$ cat src/rtl/fetch_queue_if.sv
// fetch_queue_if: IF-to-ID prefetch queue handshake bundle
interface fetch_queue_if #(
    parameter int DEPTH = 4,
    parameter int WIDTH = 32
);
    logic                       InValid;
    logic [WIDTH-1:0]           InInst;
    logic [WIDTH-1:0]           InPC;
    logic                       InReady;
    logic                       Stall;
    logic                       Flush;
    logic                       OutValid;
    logic [WIDTH-1:0]           OutInst;
    logic [WIDTH-1:0]           OutPC;
    logic [$clog2(DEPTH+1)-1:0] Count;

    modport master (
        output InValid, InInst, InPC, Stall, Flush,
        input  InReady, OutValid, OutInst, OutPC, Count
    );
    modport slave (
        input  InValid, InInst, InPC, Stall, Flush,
        output InReady, OutValid, OutInst, OutPC, Count
    );
endinterface

$ cat src/rtl/fetch_queue.sv
// fetch_queue: instruction prefetch FIFO, flushed on redirect, NOP when empty
module fetch_queue #(
    parameter int DEPTH = 4,
    parameter int WIDTH = 32
) (
    input logic         Clk,
    input logic         Reset,
    fetch_queue_if.slave q
);
    localparam int AW = $clog2(DEPTH);
    localparam int CW = $clog2(DEPTH+1);

    logic [WIDTH-1:0] inst_q [DEPTH];
    logic [WIDTH-1:0] pc_q [DEPTH];
    logic [AW-1:0]    wr_ptr_q, rd_ptr_q;
    logic [CW-1:0]    count_q, count_d;
    logic             push, pop;

    always_comb begin
        q.InReady  = count_q != CW'(DEPTH);
        q.OutValid = count_q != '0;
        q.OutInst  = q.OutValid ? inst_q[rd_ptr_q] : '0;
        q.OutPC    = q.OutValid ? pc_q[rd_ptr_q] : '0;
        q.Count    = count_q;
        push       = q.InValid & q.InReady & ~q.Flush;
        pop        = q.OutValid & ~q.Stall & ~q.Flush;
        count_d    = count_q + CW'(push) - CW'(pop);
    end

    always_ff @(posedge Clk) begin
        if (Reset || q.Flush) begin
            wr_ptr_q <= '0;
            rd_ptr_q <= '0;
            count_q  <= '0;
        end else begin
            wr_ptr_q <= push ? wr_ptr_q + AW'(1) : wr_ptr_q;
            rd_ptr_q <= pop ? rd_ptr_q + AW'(1) : rd_ptr_q;
            count_q  <= count_d;
        end
    end

    // storage is not cleared; outputs are gated by OutValid instead
    always_ff @(posedge Clk) begin
        if (push) begin
            inst_q[wr_ptr_q] <= q.InInst;
            pc_q[wr_ptr_q]   <= q.InPC;
        end
    end
endmodule

$ cat src/flat_wrapper.sv
// flat-port wrapper written by rule: the top's interface ports become plain ports
module fetch_queue_flat 
#(
    parameter int DEPTH = 4,
    parameter int WIDTH = 32
)
  (Clk, Reset, q_InValid, q_InInst, q_InPC, q_Stall, q_Flush, q_InReady, q_OutValid, q_OutInst, q_OutPC, q_Count);
  fetch_queue_if #(.DEPTH(DEPTH), .WIDTH(WIDTH)) q_i ();
  input logic Clk;
  input logic Reset;
  input wire logic [$bits(q_i.InValid)-1:0] q_InValid;
  input wire logic [$bits(q_i.InInst)-1:0] q_InInst;
  input wire logic [$bits(q_i.InPC)-1:0] q_InPC;
  input wire logic [$bits(q_i.Stall)-1:0] q_Stall;
  input wire logic [$bits(q_i.Flush)-1:0] q_Flush;
  output wire logic [$bits(q_i.InReady)-1:0] q_InReady;
  output wire logic [$bits(q_i.OutValid)-1:0] q_OutValid;
  output wire logic [$bits(q_i.OutInst)-1:0] q_OutInst;
  output wire logic [$bits(q_i.OutPC)-1:0] q_OutPC;
  output wire logic [$bits(q_i.Count)-1:0] q_Count;
  assign q_i.InValid = q_InValid;
  assign q_i.InInst = q_InInst;
  assign q_i.InPC = q_InPC;
  assign q_i.Stall = q_Stall;
  assign q_i.Flush = q_Flush;
  assign q_InReady = q_i.InReady;
  assign q_OutValid = q_i.OutValid;
  assign q_OutInst = q_i.OutInst;
  assign q_OutPC = q_i.OutPC;
  assign q_Count = q_i.Count;
  fetch_queue #(.DEPTH(DEPTH), .WIDTH(WIDTH)) u_core (.Clk(Clk), .Reset(Reset), .q(q_i));
endmodule
$ cat config.mk
export PLATFORM = sky130hd
export DESIGN_NAME = fetch_queue_flat
export DESIGN_NICKNAME = d
export VERILOG_FILES = /design/src/rtl/fetch_queue_if.sv /design/src/rtl/fetch_queue.sv /design/src/flat_wrapper.sv
export SDC_FILE = /design/constraint.sdc
export NUM_CORES = 1
export LEC_CHECK = 0
export ABC_AREA = 1
export BUFFER_PORTS_ARGS = -buffer_cell sky130_fd_sc_hd__buf_2
export CAP_MARGIN = 40
export CORE_MARGIN = 5
export CORE_UTILIZATION = 45
export CTS_BUF_LIST = sky130_fd_sc_hd__clkbuf_2 sky130_fd_sc_hd__clkbuf_4 sky130_fd_sc_hd__clkbuf_8
export DETAILED_ROUTE_END_ITERATION = 8
export PLACE_DENSITY = 0.67
export SKIP_CTS_REPAIR_TIMING = 1
export SLEW_MARGIN = 10
export SYNTH_ARGS = -nofsm -noshare
export SYNTH_HDL_FRONTEND = slang
export SYNTH_SLANG_ARGS = --single-unit
$ cat constraint.sdc
create_clock -name Clk -period 10.85 [get_ports Clk]
set_input_delay 0.5425 -clock Clk [delete_from_list [all_inputs] [get_ports Clk]]
set_output_delay 0.5425 -clock Clk [all_outputs]
set_load 0.02 [all_outputs]
* Word level (Yosys, flattened, before mapping)
Memories as Yosys holds them, arrays and structs flattened. A register that Yosys moved wholly into a read port is not among the register bits.
Index checks and enable logic that the tools add are counted.
** Operators by class
- Shift operators :: 0
- Multiply operators :: 0
- Multiplexer cells :: 8
- Reductions and logical operators :: 2
- Equal/unequal tests :: 1
- Add/sub/neg operators :: 4
- Order comparisons :: 0
- Divide/modulo/power cells :: 0
- Bitwise logic cells :: 6
** Operators by type and width (count)
- 32-bit 2-to-1 mux :: 2
- 2-bit 2-to-1 mux :: 4
- 2-bit by 1-bit adder with 2-bit output (second input constant) :: 2
- 1-bit AND :: 4
- 3-bit by 1-bit adder with 3-bit output :: 1
- 3-bit != test (second input constant) :: 1
- 3-bit nonzero test :: 1
- 3-bit by 1-bit subtractor with 3-bit output :: 1
- 1-bit 2-to-1 mux :: 2
- 1-bit NOT :: 2
- 1-bit logical OR :: 1
** Storage, ports and cells
- Register bits :: 7
- Input bits :: 69
- Memories kept :: 2
- ROM bits :: 0
- Bits in latches :: 0
- Logic and storage cells :: 26
- Bits in writable memories :: 256
- Output and inout bits :: 69
** Memory list
- u_core.inst_q :: words 4, bits a word 32, rd ports 1, clocked after Yosys merged registers in 1, wr ports 1, line fetch_queue.sv:13 : logic [WIDTH-1:0] inst_q [DEPTH];
- u_core.pc_q :: words 4, bits a word 32, rd ports 1, clocked after Yosys merged registers in 1, wr ports 1, line fetch_queue.sv:14 : logic [WIDTH-1:0] pc_q [DEPTH];

* Logic depth before layout (Yosys ltp)
- Word-level depth :: 5
- Depth in mapped cells :: 12
- Gate-level depth less buffers :: 12

* Least setup slack after synthesis
No wires, ideal clock.
- Path kind :: flip-flop to flip-flop
- From :: register u_core.count_q[1] (netlist: u_core.q.Count[1])
- To :: memory u_core.inst_q[0][0] (enable)
- Clock period less this slack :: 4.166 ns
- Stages on the path, launching flop included :: 5
- Buffers on the path :: 0
- Setup time :: 0.487 ns
- Setup slack :: 6.684 ns
- Data required time :: 10.363 ns
- Arrival time :: 3.680 ns
- Path through :: dfxtp_1 > nor2_1 > nand2_1 > nand2_1 > nor2_1
** Between the ends
- Longest elaborated chain between the ends :: 5
** Ends and longest elaborated chain
- from (decl) :: line fetch_queue.sv:16 : logic [CW-1:0] count_q, count_d;
- from (signal assigned) :: line fetch_queue.sv:38 : count_q <= count_d;
- 3-bit != test :: line fetch_queue.sv:20 : q.InReady = count_q != CW'(DEPTH);
- via q_InReady :: line flat_wrapper.sv:16 : output wire logic [$bits(q_i.InReady)-1:0] q_InReady;
- 1-bit AND (2 in a row) :: line fetch_queue.sv:25 : push = q.InValid & q.InReady & ~q.Flush;
- 1-bit 2-to-1 mux :: line fetch_queue.sv:44 : if (push) begin
- 1-bit 2-to-1 mux (not written as such) :: line fetch_queue.sv:45 : inst_q[wr_ptr_q] <= q.InInst;
- to (decl) :: line fetch_queue.sv:13
The timed path passes the listed nets, and every way through them passes these cells.

==> results.yml <==
die:
  num_rows: 55
  dieArea_um2: 26300
  ios: 138
  dieHeight_um: 162
  core-area_um2: 22700
  start_util_pct: 45.9
  die_w_um: 162
pwr:
  cellPowerDensity_nw_per_um2: 174
  pwr-share-comb_pct: 5.0
  p_leak_uw: 0.00454
  p_int_uw: 1690
  seqPwrFrac_pct: 53.7
  p_sw_uw: 445
  p_clk_share_pct: 41.3
  power_switching_share_pct: 20.8
  peakVddDrop_mv: 0.106
worst_setup_path:
  critPathLaunchType: "register"
  path_class: "reg -> out"
  required_ns: 10.31
  end_kind: "primary output"
  r2r_setup_slack_ns: 8.45
  reg2reg_from: "u_core.q.Count[1]"
  arrival_ns: 3.09
  crit_fanout: 65
timing:
  max_freq_mhz: 276
  tightest_slew_ns: 0.832
  layout_setup_ws_ns: 7.22
  finalSetupViolCount: 0
  slew_violations: 0
  hold_viol: 0
  setup-tns-final_ns: 0
  finalCriticalPeriod_ns: 3.63
  rsz0062_at_grt: "no"
  finClkSkew_ns: 0.0213
  finalCritPeriodShare_pct: 33.5
  maxSlewHeadroom_pct: 44.5
clock_network:
  clk_latency_ns: 0.53
  cts_root_buffer: "clkbuf_8"
  cts_inserted_buffers: 43
  cts_buffer_depth: 3
  cts.sinks: 265
  cts_htree_levels: 2
  path_clk_slew_ns: 0.06
  cts_tree: "yes"
place:
  portBuffers: 137
  gp_congestion: 0.729
  dp_slack_ns: 7.74
  dp_hpwl_um: 13200
final_layout:
  layout_common_cells: "nor2_1 (271), edfxtp_1 (256), buf_2 (137), o21ai_0 (118), a21oi_1 (65)"
  syn2layout_area_growth_pct: 17.8
  drive_gt1_share_pct: 22.5
  nets: 1053
  layout_commonest_cell: "nor2_1"
  antenna_cells: 0
yosys:
  netlist_top_cells_area: "edfxtp_1 (74%), nor2_1 (9.9%), o21ai_0 (5.7%)"
  yosysSeqAreaShare_pct: 75.5
  syn_inst: 828
  netlist.area_leader.share_pct: 73.8
  syn-cell-area_um2: 10400
  synth_nets: 904
  synth_seq_cells: 265
  ys_types: 18
  yosys.area.top_type: "edfxtp_1"
  ys_warn_count: 0
  avgSynthCellArea_um2: 12.6
routing:
  initialDrtViolationCount: 466
  vias: 6570
  drc_errors: 0
  wl_um: 22800
  via_per_inst: 5.09
  wl_per_cell_um: 17.6
  ant_nets: 0
  firstDrtPassIters: 5
global_route:
  grt_usage_pct: 17.3
  grt_antenna_before_repair: 0
  grt_max_degree: 75
  grt_pass1_vias: 6627
  grt_overflow_total: 0
  grt_pass1_wl_um: 36000
run_status:
  status: "completed"
min_path:
  hp-class: "in -> reg"
  min_from: "q_InInst[2]"
job:
  cap_violations: 0
-- synth_stat cells (all sizes together) --
master    n
edfxtp  256
o21ai   128
nor2    275
dfxtp     9
a21oi    65
nand2    16
fa        1
inv      21
nand3     3
ha        6
clkbuf   11
buf      36
nand3b    1
-- per-stage QoR --
step	util, %	hold slack [ns]	instances	power [uW]	cell area [um^2]
after floorplan	-	0.462	828	1230	10400
after global placement	49.6	0.475	1212	1270	11300
after detailed placement	50.2	0.490	1217	1280	11400
after CTS	54.0	0.189	1292	2160	12300
after global routing	54.0	0.190	1292	2220	12300
final	54.0	0.228	1292	2130	12300
-- flip-flops by register name, summed over array words and instances, names as in the netlist, named ones only --
name and flops:
u_core.inst_q 128, u_core.pc_q 128, u_core.q.Count 3, u_core.rd_ptr_q 2
u_core.wr_ptr_q 2
-- worst max-delay path, cell delays in order, from the launching register on --
cell and delay (ns):
dfxtp_2 0.31, buf_4 0.60, inv_2 0.50, buf_4 0.40
nor2_1 0.14, o21ai_1 0.07, a21oi_1 0.23, buf_2 0.22
-- power by group through the flow --
stage / clock [uW] / combinational, uW / sequential, uW
6_report: 880 / 107 / 1150
2_1_floorplan: 0 / 56.9 / 1170
3_3_place_gp: 0 / 105 / 1170
4_1_cts: 903 / 110 / 1150
3_5_place_dp: 0 / 109 / 1170
5_1_grt: 958 / 120 / 1150
-- final cells by class --
class | count | area (um^2)
Inverter | 21 | 80.1
Timing Repair Buffer | 151 | 876
Multi-Input combinational cell | 495 | 2210
Sequential cell | 265 | 7870
Clock buffer | 58 | 704
Fill cell | 1931 | 10400
Tap cell | 285 | 357
Clock inverter | 17 | 178
-- kinds of logic after synthesis --
logic type / Yosys count / synth area share, %
AO/OA/AOI/OAI: 193 / 9.27
adder cells (fa/ha/maj): 7 / 0.912
buffers and inverters: 68 / 3.63
flip-flops: 265 / 75.5
AND/OR/NAND/NOR: 295 / 10.7
-- final timing paths --
kind,endpoint,cells past startpoint
setup / recovery,q_OutPC[21],7
hold / removal,u_core.inst_q[3][2],1
setup reg to reg,u_core.pc_q[3][14],5
hold reg to reg,register,2
-- metal layers --
| layer | routed length, um | vias to the layer above | track usage, % |
|---|---|---|---|
| li1 | - | 3208 | - |
| met1 | 9990 | 3164 | 22.9 |
| met2 | 11100 | 165 | 28.9 |
| met3 | 1370 | 33 | 4.24 |
| met4 | 320 | 0 | 4.46 |
| met5 | 0 | - | 0 |
Power figures use the tool's default switching activity.
